[config.mk]
export PLATFORM = sky130hd
export DESIGN_NAME = apb_gpio_core
export DESIGN_NICKNAME = d
export VERILOG_FILES = /design/src/rtl/apb_gpio_core.sv
export SDC_FILE = /design/constraint.sdc
export NUM_CORES = 1
export LEC_CHECK = 0
export ABC_AREA = 1
export CORE_ASPECT_RATIO = 1.75
export CORE_MARGIN = 2
export CORE_UTILIZATION = 43
export DETAILED_ROUTE_END_ITERATION = 8
export HOLD_SLACK_MARGIN = 0.05
export PLACE_DENSITY_LB_ADDON = 0.12
export SLEW_MARGIN = 20
export SYNTH_ARGS = -nofsm -noshare
export SYNTH_HDL_FRONTEND = slang
export SYNTH_SLANG_ARGS = --single-unit
[constraint.sdc]
create_clock -name PCLK -period 5.3 [get_ports PCLK]
set_clock_uncertainty 0.05 [all_clocks]
set_input_delay 0.53 -clock PCLK [delete_from_list [all_inputs] [get_ports PCLK]]
set_output_delay 0.53 -clock PCLK [all_outputs]
set_load 0.01 [all_outputs]
[src/rtl/apb_gpio_core.sv]
// rtl/apb_gpio_core.sv - APB slave GPIO controller with per-bit configuration and interrupts
// Ports:
//   PCLK, PRESETN                  clock and asynchronous active-low reset
//   PSEL, PENABLE, PWRITE, PADDR,
//   PWDATA, PRDATA, PREADY, PSLVERR APB slave (zero wait states, never errors)
//   GPIO_IN                        asynchronous pad inputs
//   GPIO_OUT, GPIO_OE              pad output values and output enables
//   INT, INT_OR                    per-bit interrupt flags and their OR
module apb_gpio_core #(
   parameter int                IO_NUM    = 32,
   parameter int                APB_WIDTH = 32,
   parameter int                OE_TYPE   = 0,
   parameter int                INT_BUS   = 0,
   parameter logic [IO_NUM-1:0] IO_VAL    = '0,
   parameter bit FIXED_CONFIG_0  = 1'b0, parameter bit FIXED_CONFIG_1  = 1'b0,
   parameter bit FIXED_CONFIG_2  = 1'b0, parameter bit FIXED_CONFIG_3  = 1'b0,
   parameter bit FIXED_CONFIG_4  = 1'b0, parameter bit FIXED_CONFIG_5  = 1'b0,
   parameter bit FIXED_CONFIG_6  = 1'b0, parameter bit FIXED_CONFIG_7  = 1'b0,
   parameter bit FIXED_CONFIG_8  = 1'b0, parameter bit FIXED_CONFIG_9  = 1'b0,
   parameter bit FIXED_CONFIG_10 = 1'b0, parameter bit FIXED_CONFIG_11 = 1'b0,
   parameter bit FIXED_CONFIG_12 = 1'b0, parameter bit FIXED_CONFIG_13 = 1'b0,
   parameter bit FIXED_CONFIG_14 = 1'b0, parameter bit FIXED_CONFIG_15 = 1'b0,
   parameter bit FIXED_CONFIG_16 = 1'b0, parameter bit FIXED_CONFIG_17 = 1'b0,
   parameter bit FIXED_CONFIG_18 = 1'b0, parameter bit FIXED_CONFIG_19 = 1'b0,
   parameter bit FIXED_CONFIG_20 = 1'b0, parameter bit FIXED_CONFIG_21 = 1'b0,
   parameter bit FIXED_CONFIG_22 = 1'b0, parameter bit FIXED_CONFIG_23 = 1'b0,
   parameter bit FIXED_CONFIG_24 = 1'b0, parameter bit FIXED_CONFIG_25 = 1'b0,
   parameter bit FIXED_CONFIG_26 = 1'b0, parameter bit FIXED_CONFIG_27 = 1'b0,
   parameter bit FIXED_CONFIG_28 = 1'b0, parameter bit FIXED_CONFIG_29 = 1'b0,
   parameter bit FIXED_CONFIG_30 = 1'b0, parameter bit FIXED_CONFIG_31 = 1'b0,
   parameter logic [1:0] IO_TYPE_0  = 2'd0, parameter logic [1:0] IO_TYPE_1  = 2'd0,
   parameter logic [1:0] IO_TYPE_2  = 2'd0, parameter logic [1:0] IO_TYPE_3  = 2'd0,
   parameter logic [1:0] IO_TYPE_4  = 2'd0, parameter logic [1:0] IO_TYPE_5  = 2'd0,
   parameter logic [1:0] IO_TYPE_6  = 2'd0, parameter logic [1:0] IO_TYPE_7  = 2'd0,
   parameter logic [1:0] IO_TYPE_8  = 2'd0, parameter logic [1:0] IO_TYPE_9  = 2'd0,
   parameter logic [1:0] IO_TYPE_10 = 2'd0, parameter logic [1:0] IO_TYPE_11 = 2'd0,
   parameter logic [1:0] IO_TYPE_12 = 2'd0, parameter logic [1:0] IO_TYPE_13 = 2'd0,
   parameter logic [1:0] IO_TYPE_14 = 2'd0, parameter logic [1:0] IO_TYPE_15 = 2'd0,
   parameter logic [1:0] IO_TYPE_16 = 2'd0, parameter logic [1:0] IO_TYPE_17 = 2'd0,
   parameter logic [1:0] IO_TYPE_18 = 2'd0, parameter logic [1:0] IO_TYPE_19 = 2'd0,
   parameter logic [1:0] IO_TYPE_20 = 2'd0, parameter logic [1:0] IO_TYPE_21 = 2'd0,
   parameter logic [1:0] IO_TYPE_22 = 2'd0, parameter logic [1:0] IO_TYPE_23 = 2'd0,
   parameter logic [1:0] IO_TYPE_24 = 2'd0, parameter logic [1:0] IO_TYPE_25 = 2'd0,
   parameter logic [1:0] IO_TYPE_26 = 2'd0, parameter logic [1:0] IO_TYPE_27 = 2'd0,
   parameter logic [1:0] IO_TYPE_28 = 2'd0, parameter logic [1:0] IO_TYPE_29 = 2'd0,
   parameter logic [1:0] IO_TYPE_30 = 2'd0, parameter logic [1:0] IO_TYPE_31 = 2'd0,
   parameter logic [2:0] IO_INT_TYPE_0  = 3'd7, parameter logic [2:0] IO_INT_TYPE_1  = 3'd7,
   parameter logic [2:0] IO_INT_TYPE_2  = 3'd7, parameter logic [2:0] IO_INT_TYPE_3  = 3'd7,
   parameter logic [2:0] IO_INT_TYPE_4  = 3'd7, parameter logic [2:0] IO_INT_TYPE_5  = 3'd7,
   parameter logic [2:0] IO_INT_TYPE_6  = 3'd7, parameter logic [2:0] IO_INT_TYPE_7  = 3'd7,
   parameter logic [2:0] IO_INT_TYPE_8  = 3'd7, parameter logic [2:0] IO_INT_TYPE_9  = 3'd7,
   parameter logic [2:0] IO_INT_TYPE_10 = 3'd7, parameter logic [2:0] IO_INT_TYPE_11 = 3'd7,
   parameter logic [2:0] IO_INT_TYPE_12 = 3'd7, parameter logic [2:0] IO_INT_TYPE_13 = 3'd7,
   parameter logic [2:0] IO_INT_TYPE_14 = 3'd7, parameter logic [2:0] IO_INT_TYPE_15 = 3'd7,
   parameter logic [2:0] IO_INT_TYPE_16 = 3'd7, parameter logic [2:0] IO_INT_TYPE_17 = 3'd7,
   parameter logic [2:0] IO_INT_TYPE_18 = 3'd7, parameter logic [2:0] IO_INT_TYPE_19 = 3'd7,
   parameter logic [2:0] IO_INT_TYPE_20 = 3'd7, parameter logic [2:0] IO_INT_TYPE_21 = 3'd7,
   parameter logic [2:0] IO_INT_TYPE_22 = 3'd7, parameter logic [2:0] IO_INT_TYPE_23 = 3'd7,
   parameter logic [2:0] IO_INT_TYPE_24 = 3'd7, parameter logic [2:0] IO_INT_TYPE_25 = 3'd7,
   parameter logic [2:0] IO_INT_TYPE_26 = 3'd7, parameter logic [2:0] IO_INT_TYPE_27 = 3'd7,
   parameter logic [2:0] IO_INT_TYPE_28 = 3'd7, parameter logic [2:0] IO_INT_TYPE_29 = 3'd7,
   parameter logic [2:0] IO_INT_TYPE_30 = 3'd7, parameter logic [2:0] IO_INT_TYPE_31 = 3'd7
) (
   input  logic                 PCLK,
   input  logic                 PRESETN,
   input  logic                 PSEL,
   input  logic                 PENABLE,
   input  logic                 PWRITE,
   input  logic [7:0]           PADDR,
   input  logic [APB_WIDTH-1:0] PWDATA,
   output logic [APB_WIDTH-1:0] PRDATA,
   output logic                 PREADY,
   output logic                 PSLVERR,
   input  logic [IO_NUM-1:0]    GPIO_IN,
   output logic [IO_NUM-1:0]    GPIO_OUT,
   output logic [IO_NUM-1:0]    GPIO_OE,
   output logic [IO_NUM-1:0]    INT,
   output logic                 INT_OR
);

   // Number of APB-width lanes each 32-bit bank register is split into.
   localparam int LANES = 32 / APB_WIDTH;

   // Per-bit fixed-configuration parameters gathered into vectors so the
   // generate loop below can index them by bit number.
   localparam logic [31:0] FIXED_VEC = {
      FIXED_CONFIG_31, FIXED_CONFIG_30, FIXED_CONFIG_29, FIXED_CONFIG_28,
      FIXED_CONFIG_27, FIXED_CONFIG_26, FIXED_CONFIG_25, FIXED_CONFIG_24,
      FIXED_CONFIG_23, FIXED_CONFIG_22, FIXED_CONFIG_21, FIXED_CONFIG_20,
      FIXED_CONFIG_19, FIXED_CONFIG_18, FIXED_CONFIG_17, FIXED_CONFIG_16,
      FIXED_CONFIG_15, FIXED_CONFIG_14, FIXED_CONFIG_13, FIXED_CONFIG_12,
      FIXED_CONFIG_11, FIXED_CONFIG_10, FIXED_CONFIG_9,  FIXED_CONFIG_8,
      FIXED_CONFIG_7,  FIXED_CONFIG_6,  FIXED_CONFIG_5,  FIXED_CONFIG_4,
      FIXED_CONFIG_3,  FIXED_CONFIG_2,  FIXED_CONFIG_1,  FIXED_CONFIG_0};

   localparam logic [63:0] IOTYPE_VEC = {
      IO_TYPE_31, IO_TYPE_30, IO_TYPE_29, IO_TYPE_28, IO_TYPE_27, IO_TYPE_26,
      IO_TYPE_25, IO_TYPE_24, IO_TYPE_23, IO_TYPE_22, IO_TYPE_21, IO_TYPE_20,
      IO_TYPE_19, IO_TYPE_18, IO_TYPE_17, IO_TYPE_16, IO_TYPE_15, IO_TYPE_14,
      IO_TYPE_13, IO_TYPE_12, IO_TYPE_11, IO_TYPE_10, IO_TYPE_9,  IO_TYPE_8,
      IO_TYPE_7,  IO_TYPE_6,  IO_TYPE_5,  IO_TYPE_4,  IO_TYPE_3,  IO_TYPE_2,
      IO_TYPE_1,  IO_TYPE_0};

   localparam logic [95:0] ITYPE_VEC = {
      IO_INT_TYPE_31, IO_INT_TYPE_30, IO_INT_TYPE_29, IO_INT_TYPE_28,
      IO_INT_TYPE_27, IO_INT_TYPE_26, IO_INT_TYPE_25, IO_INT_TYPE_24,
      IO_INT_TYPE_23, IO_INT_TYPE_22, IO_INT_TYPE_21, IO_INT_TYPE_20,
      IO_INT_TYPE_19, IO_INT_TYPE_18, IO_INT_TYPE_17, IO_INT_TYPE_16,
      IO_INT_TYPE_15, IO_INT_TYPE_14, IO_INT_TYPE_13, IO_INT_TYPE_12,
      IO_INT_TYPE_11, IO_INT_TYPE_10, IO_INT_TYPE_9,  IO_INT_TYPE_8,
      IO_INT_TYPE_7,  IO_INT_TYPE_6,  IO_INT_TYPE_5,  IO_INT_TYPE_4,
      IO_INT_TYPE_3,  IO_INT_TYPE_2,  IO_INT_TYPE_1,  IO_INT_TYPE_0};

   logic [7:0]        cfg_q   [IO_NUM];
   logic [7:0]        cfg_d   [IO_NUM];
   logic [7:0]        cfg_eff [IO_NUM];
   logic [IO_NUM-1:0] sync1_q, sync2_q, prev_q;
   logic [IO_NUM-1:0] intr_q, intr_d;
   logic [IO_NUM-1:0] gpout_q, gpout_d;
   logic [IO_NUM-1:0] evt, gpin, lane_hit, lane_wdata;
   logic [IO_NUM-1:0] outreg_en, oe_en;

   logic       wr_en, cfg_hit, lane_ok, intr_hit, gpin_hit, gpout_hit;
   logic [4:0] cfg_idx;
   logic [1:0] lane_idx;
   logic [31:0] bank_rd, rd_shift;
   logic [7:0]  cfg_rd;

   assign wr_en    = PSEL & PENABLE & PWRITE;
   assign cfg_idx  = PADDR[6:2];
   assign lane_idx = PADDR[3:2];

   assign cfg_hit   = ~PADDR[7] & (PADDR[1:0] == 2'b00) & (int'(cfg_idx) < IO_NUM);
   assign lane_ok   = (PADDR[1:0] == 2'b00) & (int'(lane_idx) < LANES);
   assign intr_hit  = lane_ok & (PADDR[7:4] == 4'h8);
   assign gpin_hit  = lane_ok & (PADDR[7:4] == 4'h9);
   assign gpout_hit = lane_ok & (PADDR[7:4] == 4'hA);

   for (genvar g = 0; g < IO_NUM; g++) begin : g_bit
      localparam logic [2:0] FIX_ITYPE  = ITYPE_VEC[3*g +: 3];
      localparam logic [1:0] FIX_IOTYPE = IOTYPE_VEC[2*g +: 2];
      localparam logic [7:0] FIX_CFG    = {FIX_ITYPE, 1'b0, FIX_ITYPE != 3'd7,
                                           FIX_IOTYPE != 2'd0, FIX_IOTYPE != 2'd1,
                                           FIX_IOTYPE != 2'd0};
      logic raw_evt;

      // Fixed bits ignore the register entirely; the written value is kept
      // but never observed.
      assign cfg_eff[g]   = FIXED_VEC[g] ? FIX_CFG : cfg_q[g];
      assign outreg_en[g] = cfg_eff[g][0];
      assign gpin[g]      = sync2_q[g] & cfg_eff[g][1];
      assign oe_en[g]     = cfg_eff[g][2];

      // Which bank lane this bit lives in, and its write-data bit in that lane.
      assign lane_hit[g]   = (int'(lane_idx) == g / APB_WIDTH);
      assign lane_wdata[g] = PWDATA[g % APB_WIDTH];

      always_comb begin
         raw_evt = 1'b0;
         case (cfg_eff[g][7:5])
            3'd0:    raw_evt = sync2_q[g];
            3'd1:    raw_evt = ~sync2_q[g];
            3'd2:    raw_evt = sync2_q[g] & ~prev_q[g];
            3'd3:    raw_evt = ~sync2_q[g] & prev_q[g];
            3'd4:    raw_evt = sync2_q[g] ^ prev_q[g];
            default: raw_evt = 1'b0;
         endcase
      end

      assign evt[g] = raw_evt & cfg_eff[g][3] & cfg_eff[g][1];
   end

   always_comb begin
      intr_d  = intr_q;
      gpout_d = gpout_q;
      for (int n = 0; n < IO_NUM; n++) begin
         cfg_d[n] = cfg_q[n];
         if (wr_en && cfg_hit && (cfg_idx == 5'(n))) begin
            cfg_d[n] = {PWDATA[7:5], 1'b0, PWDATA[3:0]};
         end
      end
      if (wr_en && intr_hit) begin
         intr_d = intr_q & ~(lane_hit & lane_wdata);
      end
      // OR-ing events after the clear makes a simultaneous event win.
      intr_d = intr_d | evt;
      if (wr_en && gpout_hit) begin
         gpout_d = (gpout_q & ~lane_hit) | (lane_wdata & lane_hit);
      end
   end

   always_ff @(posedge PCLK or negedge PRESETN) begin
      if (!PRESETN) begin
         for (int n = 0; n < IO_NUM; n++) begin
            cfg_q[n] <= 8'h00;
         end
         sync1_q <= '0;
         sync2_q <= '0;
         prev_q  <= '0;
         intr_q  <= '0;
         gpout_q <= IO_VAL;
      end else begin
         for (int n = 0; n < IO_NUM; n++) begin
            cfg_q[n] <= cfg_d[n];
         end
         sync1_q <= GPIO_IN;
         sync2_q <= sync1_q;
         prev_q  <= sync2_q;
         intr_q  <= intr_d;
         gpout_q <= gpout_d;
      end
   end

   always_comb begin
      bank_rd = 32'h0;
      if (intr_hit) begin
         bank_rd = 32'(intr_q);
      end else if (gpin_hit) begin
         bank_rd = 32'(gpin);
      end else if (gpout_hit) begin
         bank_rd = 32'(gpout_q);
      end
      rd_shift = bank_rd >> (int'(lane_idx) * APB_WIDTH);

      cfg_rd = 8'h00;
      for (int n = 0; n < IO_NUM; n++) begin
         if (cfg_idx == 5'(n)) begin
            cfg_rd = cfg_eff[n];
         end
      end

      PRDATA = '0;
      if (PSEL) begin
         if (cfg_hit) begin
            PRDATA[7:0] = cfg_rd;
         end else begin
            PRDATA = rd_shift[APB_WIDTH-1:0];
         end
      end
   end

   assign PREADY   = 1'b1;
   assign PSLVERR  = 1'b0;
   assign GPIO_OUT = gpout_q & outreg_en;
   // Both OE_TYPE settings drive the enable straight from configuration.
   assign GPIO_OE  = oe_en;
   assign INT      = (INT_BUS != 0) ? intr_q : '0;
   assign INT_OR   = |intr_q;

   logic unused_bits;
   assign unused_bits = &{1'b0, PWDATA, (OE_TYPE != 0)};

endmodule

==> run metrics, run 1 <==
status=finished clean; nets=2,669; setup violators final=0; critical path type=input pin to primary output; Max Clock Freq=200 MHz; n_diodes=0; Final ANT Viol Nets=0; maximum VDD drop=200 µV; clk buf depth=3; switching pwr=1.57 mW; CTS Root Cell=clkbuf_16; drt total wl=63,200 µm; Clock Latency Late Sink=0.55 ns; IO Pins=about 210; worst endpoint required time=around 4.7 ns; DR vias/cell=5.36; MaxCap Viol Count=0; H-tree levels=2; number of antenna violations at the first check in global routing=0; M2 GR Usage=a little under half; Reg power frac=48.4%; Layout area overhead=17.2%; adder-cell share of the synthesized area=roughly 4.1%; R2R cell count=5; Internal=4.75 mW; die height=approximately 280 µm; Mean Syn Cell Area=between 8 and 9 µm²; GPL Wtd Cong=0.898; layout cells sized above 1=6.58%; RR Startpoint=sync2_q[18]$_DFF_PN0_; CTS tree=done; first-pass detailed-route iteration total=6; ranking of synthesized cells by area=dfrtp_1, nand2_1, o21ai_0; Unique masters post-synth=40; Ys Warns=0; crit path DAT=4.43 ns; global routing usage on met1=32.2%; hold slack=0.289 ns; Sw Share=24.8%; P_leak=10.3 nW; measured slew at the worst slew-check pin=1.05 ns; Final period util=94.6%; Fillers=between 4,000 and 5,000; FF-to-FF setup slack=3.54 ns; compound-gate portion of the synthesized area=between 15 and 20%; XOR/XNOR Fraction of Synth Area=0%; DPL Wire Length=45,300 µm; Post-CTS Repair Setup Buffers=0; Cell Area, Synth=19,400 µm²; Seq/Total Area, Yosys=about half; Slew headroom=29.1%; die area=46,900 µm²; Vias=16,766; number of global-route vias before repair=16,556; crit end category=primary output; Gate Count Post-Synth=2,403; DRT iter0 DRCs=1,240; Clk pwr share=44.4%; CP max FO=6; number of CTS-inserted buffers=38; DRC viols=0; Total GRT Usage=27.2%; Max Transition Viols Final=0; Core ar.=44,400 µm²; row count=102; Core Util, Final=51.2%; Yosys top cell by area=dfrtp_1; mux cell area share after synthesis=0%; RSZ-0062 raised after global routing=no; setup_tns=0 ns; Comb pwr share=about 7.2%; largest net degree at the start of global routing=112; Avg WL per Cell=20.2 µm; P per Cell Area=278 nW/µm²; Synth Area in Simple Gates=21.3%; Critical path origin=PADDR[4]; clk slew on worst S/H paths=0.06 ns; final worst path period need=5.01 ns; CP Launch Type=input pin; Yosys reg bits=384; met3 global-route usage=4.01%; initial core utilization=43.6%; GRT busiest layer=met2; final hold vios=0; CTS Sinks=384; post-synth top area share=49.6%; R2R Path End=intr_q[18]$_DFF_PN0_; first-pass GRT wire length=96,700 µm; largest family of logic cells by synthesized area=simple AND/OR/NAND/NOR gates; chip width=165 µm; PortBufs=between 150 and 200; HP Class=flip-flop to flip-flop; DP Area=21,400 µm²; CP endpoint=PRDATA[6]; Final Cell Area=22,700 µm²; total gr overflow=0
[cell usage in the layout (no fill, tap or decap), types with 29 or more instances in the layout]
master             n
nand2_1          707
dfrtp_1          384
o21ai_0          335
inv_1            269
clkdlybuf4s50_1  172
nand3_1          145
a21oi_1           77
ha_1              64
clkbuf_16         41
nor2_1            39
conb_1            34
o31ai_1           32
or2_2             31
buf_4             29
[flip-flops by register name, indices dropped and copies added, names as in the netlist, named ones only]
register,count
sync1_q,32
intr_q,32
GPIO_OE,32
sync2_q,32
prev_q,32
cfg_eff,192
[synthesized netlist by cell type (all sizes together)]
master	number
a211oi	2
a21oi	77
a31oi	25
buf	75
clkbuf	79
clkinv	2
conb	2
dfrtp	384
ha	64
inv	291
nand2	709
nand3	147
nand3b	1
nand4	25
nor2	47
nor3	8
nor4	8
o211ai	9
o21a	2
o21ai	338
o21bai	2
o22ai	4
o311ai	2
o31ai	32
o32ai	8
o41ai	24
or2	36
[logic make-up after synthesis]
group	after synthesis
buffers and inverters	447
other	2
flip-flops	384
adder cells (fa/ha/maj)	64
AO/OA/AOI/OAI	525
AND/OR/NAND/NOR	981
[final cells by class]
type	instances	area [µm²]	area share, %
flip-flops and latches	384	9610	42.3
inverters	293	1100	4.85
well taps	572	716	3.15
clock buffers	51	1130	4.99
clock inverters	16	140	0.617
multi-input cells	1604	7980	35.1
repair buffers	207	2040	9.00
[worst max-delay path, cell delays in order]
cell	delay, ns
clkdlybuf4s50_1	0.59
inv_2	0.06
nor2_1	0.25
nand2_1	0.13
nor2_1	0.41
buf_4	0.23
nand2_1	0.05
nand2_1	0.10
nand2_1	0.06
nand2_1	0.08
nand3_1	0.11
nand2_1	0.09
nand2_1	0.06
nand2_1	0.06
nand3_1	0.07
nand2_1	0.08
nand4_1	0.11
nand2_1	0.09
nand3_1	0.06
nand2_1	0.12
nand2_1	0.08
nand2_1	0.08
nand2_1	0.05
nand2_1	0.14
nand4_1	0.10
nand2_1	0.08
a21oi_1	0.09
clkdlybuf4s50_1	0.49
[worst min-delay path by stage]
stage               slack (ns)                  start                      to  cells past startpoint
finish                    0.29  sync1_q[18]$_DFF_PN0_   sync2_q[18]$_DFF_PN0_                      0
global route              0.30   sync1_q[9]$_DFF_PN0_    sync2_q[9]$_DFF_PN0_                      0
CTS                       0.29  sync1_q[18]$_DFF_PN0_   sync2_q[18]$_DFF_PN0_                      0
detailed placement        0.28  sync1_q[10]$_DFF_PN0_   sync2_q[10]$_DFF_PN0_                      0
global placement          0.28   sync1_q[8]$_DFF_PN0_    sync2_q[8]$_DFF_PN0_                      0
floorplan                 0.18                PRESETN  GPIO_OE[0]$_DFFE_PN0P_                      0
[stage by stage]
step	power [mW]	std cells	worst slack (ns)
global route	6.54	3127	0.0572
floorplan	3.33	2435	2.36
CTS	6.37	3127	0.284
detailed placement	3.57	3059	0.296
global placement	3.56	3059	0.355
finish	6.33	3127	0.288
[timing repair]
item | 4_1_cts | 5_1_grt
endpoints found under the setup margin | 0 | 1
hold buffers | 1 | 0
resized for setup | 0 | 1
hold endpoints to repair | 38 | 0
[power groups by stage]
stage	clock network [mW]	registers (mW)	logic (mW)
after floorplan	0	3.09	0.237
final	2.81	3.06	0.455
after global placement	0	3.12	0.443
after CTS	2.85	3.06	0.458
after detailed placement	0	3.12	0.455
after global routing	2.96	3.07	0.509
[metal layers]
metal  vias to the layer above  routed length, µm
met1                      8012              24200
met2                       602              32200
met5                         -                  0
li1                       7991                  -
met4                         0               3250
met3                       161               3480
No activity file was read; power rests on OpenSTA's default activity.
==> run 2: changes to the inputs <==
Clock period 5.3 ns to 5.8 ns, I/O delays scaled along.
==> run 2 against run 1 <==
  * Setup slack improved by 0.33 ns
  * Total power decreased by 6.4%
  * Combinational power decreased by 10%
  * Flip-flop and latch count unchanged
  * Cell area decreased by 0.11%
  * Hold slack improved by 0.0059 ns
  * Critical path type unchanged
  * Critical endpoint is now PRDATA[0]
  * Largest power group unchanged
==> run metrics, run 2 (synthesis results as in run 1) <==
hold slack=0.295 ns; RSZ-0062 raised after global routing=no; placed cells=3,047; max FFs per register=192; DRT iter0 DRCs=around 1,400; IO Pins=around 210; Slew headroom=about 22%; drt total wl=63,800 µm; first-pass detailed-route iteration total=6; critical path type=input pin to primary output; die height=~280 µm; Vias=16,789; CP Buf/Inv Count=3; critical hold path startpoint=sync1_q[18]$_DFF_PN0_; largest net degree at the start of global routing=161; dpl ws=0.690 ns; most frequent cells in the layout=nand2_1, dfrtp_1, o21ai_0; CP Launch Type=input pin; Crit-path slowest cell=clkdlybuf4s50_1; final total power=5.92 mW; clk buf depth=3; MaxCap Viol Count=0; Max Clock Freq=193 MHz; number of antenna violations at the first check in global routing=1; cell class contributing the biggest share of worst-path delay=simple AND/OR/NAND/NOR gates; number of global-route vias before repair=between 15,000 and 20,000; crit path DAT=roughly 4.6 ns; DPL Wire Length=45,300 µm; Max stage delay on crit path=0.61 ns; Final period util=about nine tenths; Critical path origin=PADDR[3]; final worst setup slack=0.622 ns; RR Startpoint=sync2_q[21]$_DFF_PN0_; P_leak=10.2 nW; nets=roughly 2,700; P per Cell Area=between 200 and 300 nW/µm²; CTS resizes=0; total gr overflow=0; commonest non-fill, non-tap cell in the layout=nand2_1; DP Area=21,300 µm²; layout cells sized above 1=6.17%; Final ANT Viol Nets=0; Final Cell Area=between 20,000 and 25,000 µm²; setup_tns=0 ns; Clock Latency Late Sink=0.55 ns; initial core utilization=43.6%; Avg WL per Cell=20.4 µm; Layout area overhead=17.1%; CP max FO=11; final worst path period need=5.18 ns; worst endpoint required time=5.17 ns; GPL Wtd Cong=0.914; Max Transition Viols Final=0; clk slew on worst S/H paths=0.06 ns; maximum VDD drop=183 µV; measured slew at the worst slew-check pin=1.16 ns; DRC viols=0; H-tree levels=2; status=finished clean; non-filler cells, final=roughly 3,100; CTS Root Cell=clkbuf_16; crit end category=primary output; die area=~47,000 µm²; CTS Sinks=384; chip width=between 150 and 200 µm; DR vias/cell=5.38; setup violators final=0; CTS tree=done; PortBufs=between 150 and 200; first-pass GRT wire length=98,100 µm; row count=102; final hold vios=0; Total GRT Usage=27.6%; Core ar.=between 40,000 and 50,000 µm²; HP Class=flip-flop to flip-flop; Core Util, Final=51.1%; number of CTS-inserted buffers=38; Most Frequent Cell on Critical Path=nand2_1
-- run 2: cell count changes in the layout (fill, tap and decap cells not counted), sizes merged, moves of 2 or more --
cell and delta:
buf -12, bufinv +3, clkbuf +4, clkinv -3, inv -2
-- run 2: cell type report --
class                      instances  area (µm²)
fill                            4319       21700
sequential                       384        9610
multi-input combinational       1604        7970
timing repair buffer             195        1930
clock buffer                      55        1160
inverter                         293        1100
tap                              572         716
clock inverter                    15         209
antenna                            1        2.50
-- run 2: where the power goes --
group | internal, mW | total (mW) | switching, mW
registers | 2.74 | 2.80 | 0.0608
clock network | 1.62 | 2.71 | 1.09
logic | 0.137 | 0.409 | 0.272
total | 4.49 | 5.92 | 1.43
-- run 2: path summary, 6_finish.rpt --
| check | cells after the start | end | slack (ns) |
|---|---|---|---|
| setup / recovery | 28 | PRDATA[0] | 0.62 |
| hold / removal | 0 | sync2_q[18]$_DFF_PN0_ | 0.30 |
| setup reg to reg | 5 | intr_q[21]$_DFF_PN0_ | 4.01 |
| hold reg to reg | 0 | sync2_q[18]$_DFF_PN0_ | 0.30 |
| max in group asynchronous | 3 | GPIO_OE[16]$_DFFE_PN0P_ | 3.71 |
| min in group asynchronous | 2 | sync1_q[28]$_DFF_PN0_ | 0.58 |
-- run 2: repair_timing --
action / CTS / global route
endpoints found under the hold margin: 79 / 0
hold buffers: 1 / 0
setup buffers: 0 / 0
-- run 2: metal layers --
metal	wire length (µm)	GRT usage (%)	up-vias
li1	-	-	7975
met2	33300	50.0	632
met4	2530	10.8	2
met5	13	0	-
met1	24700	33.0	8050
met3	3260	3.07	130
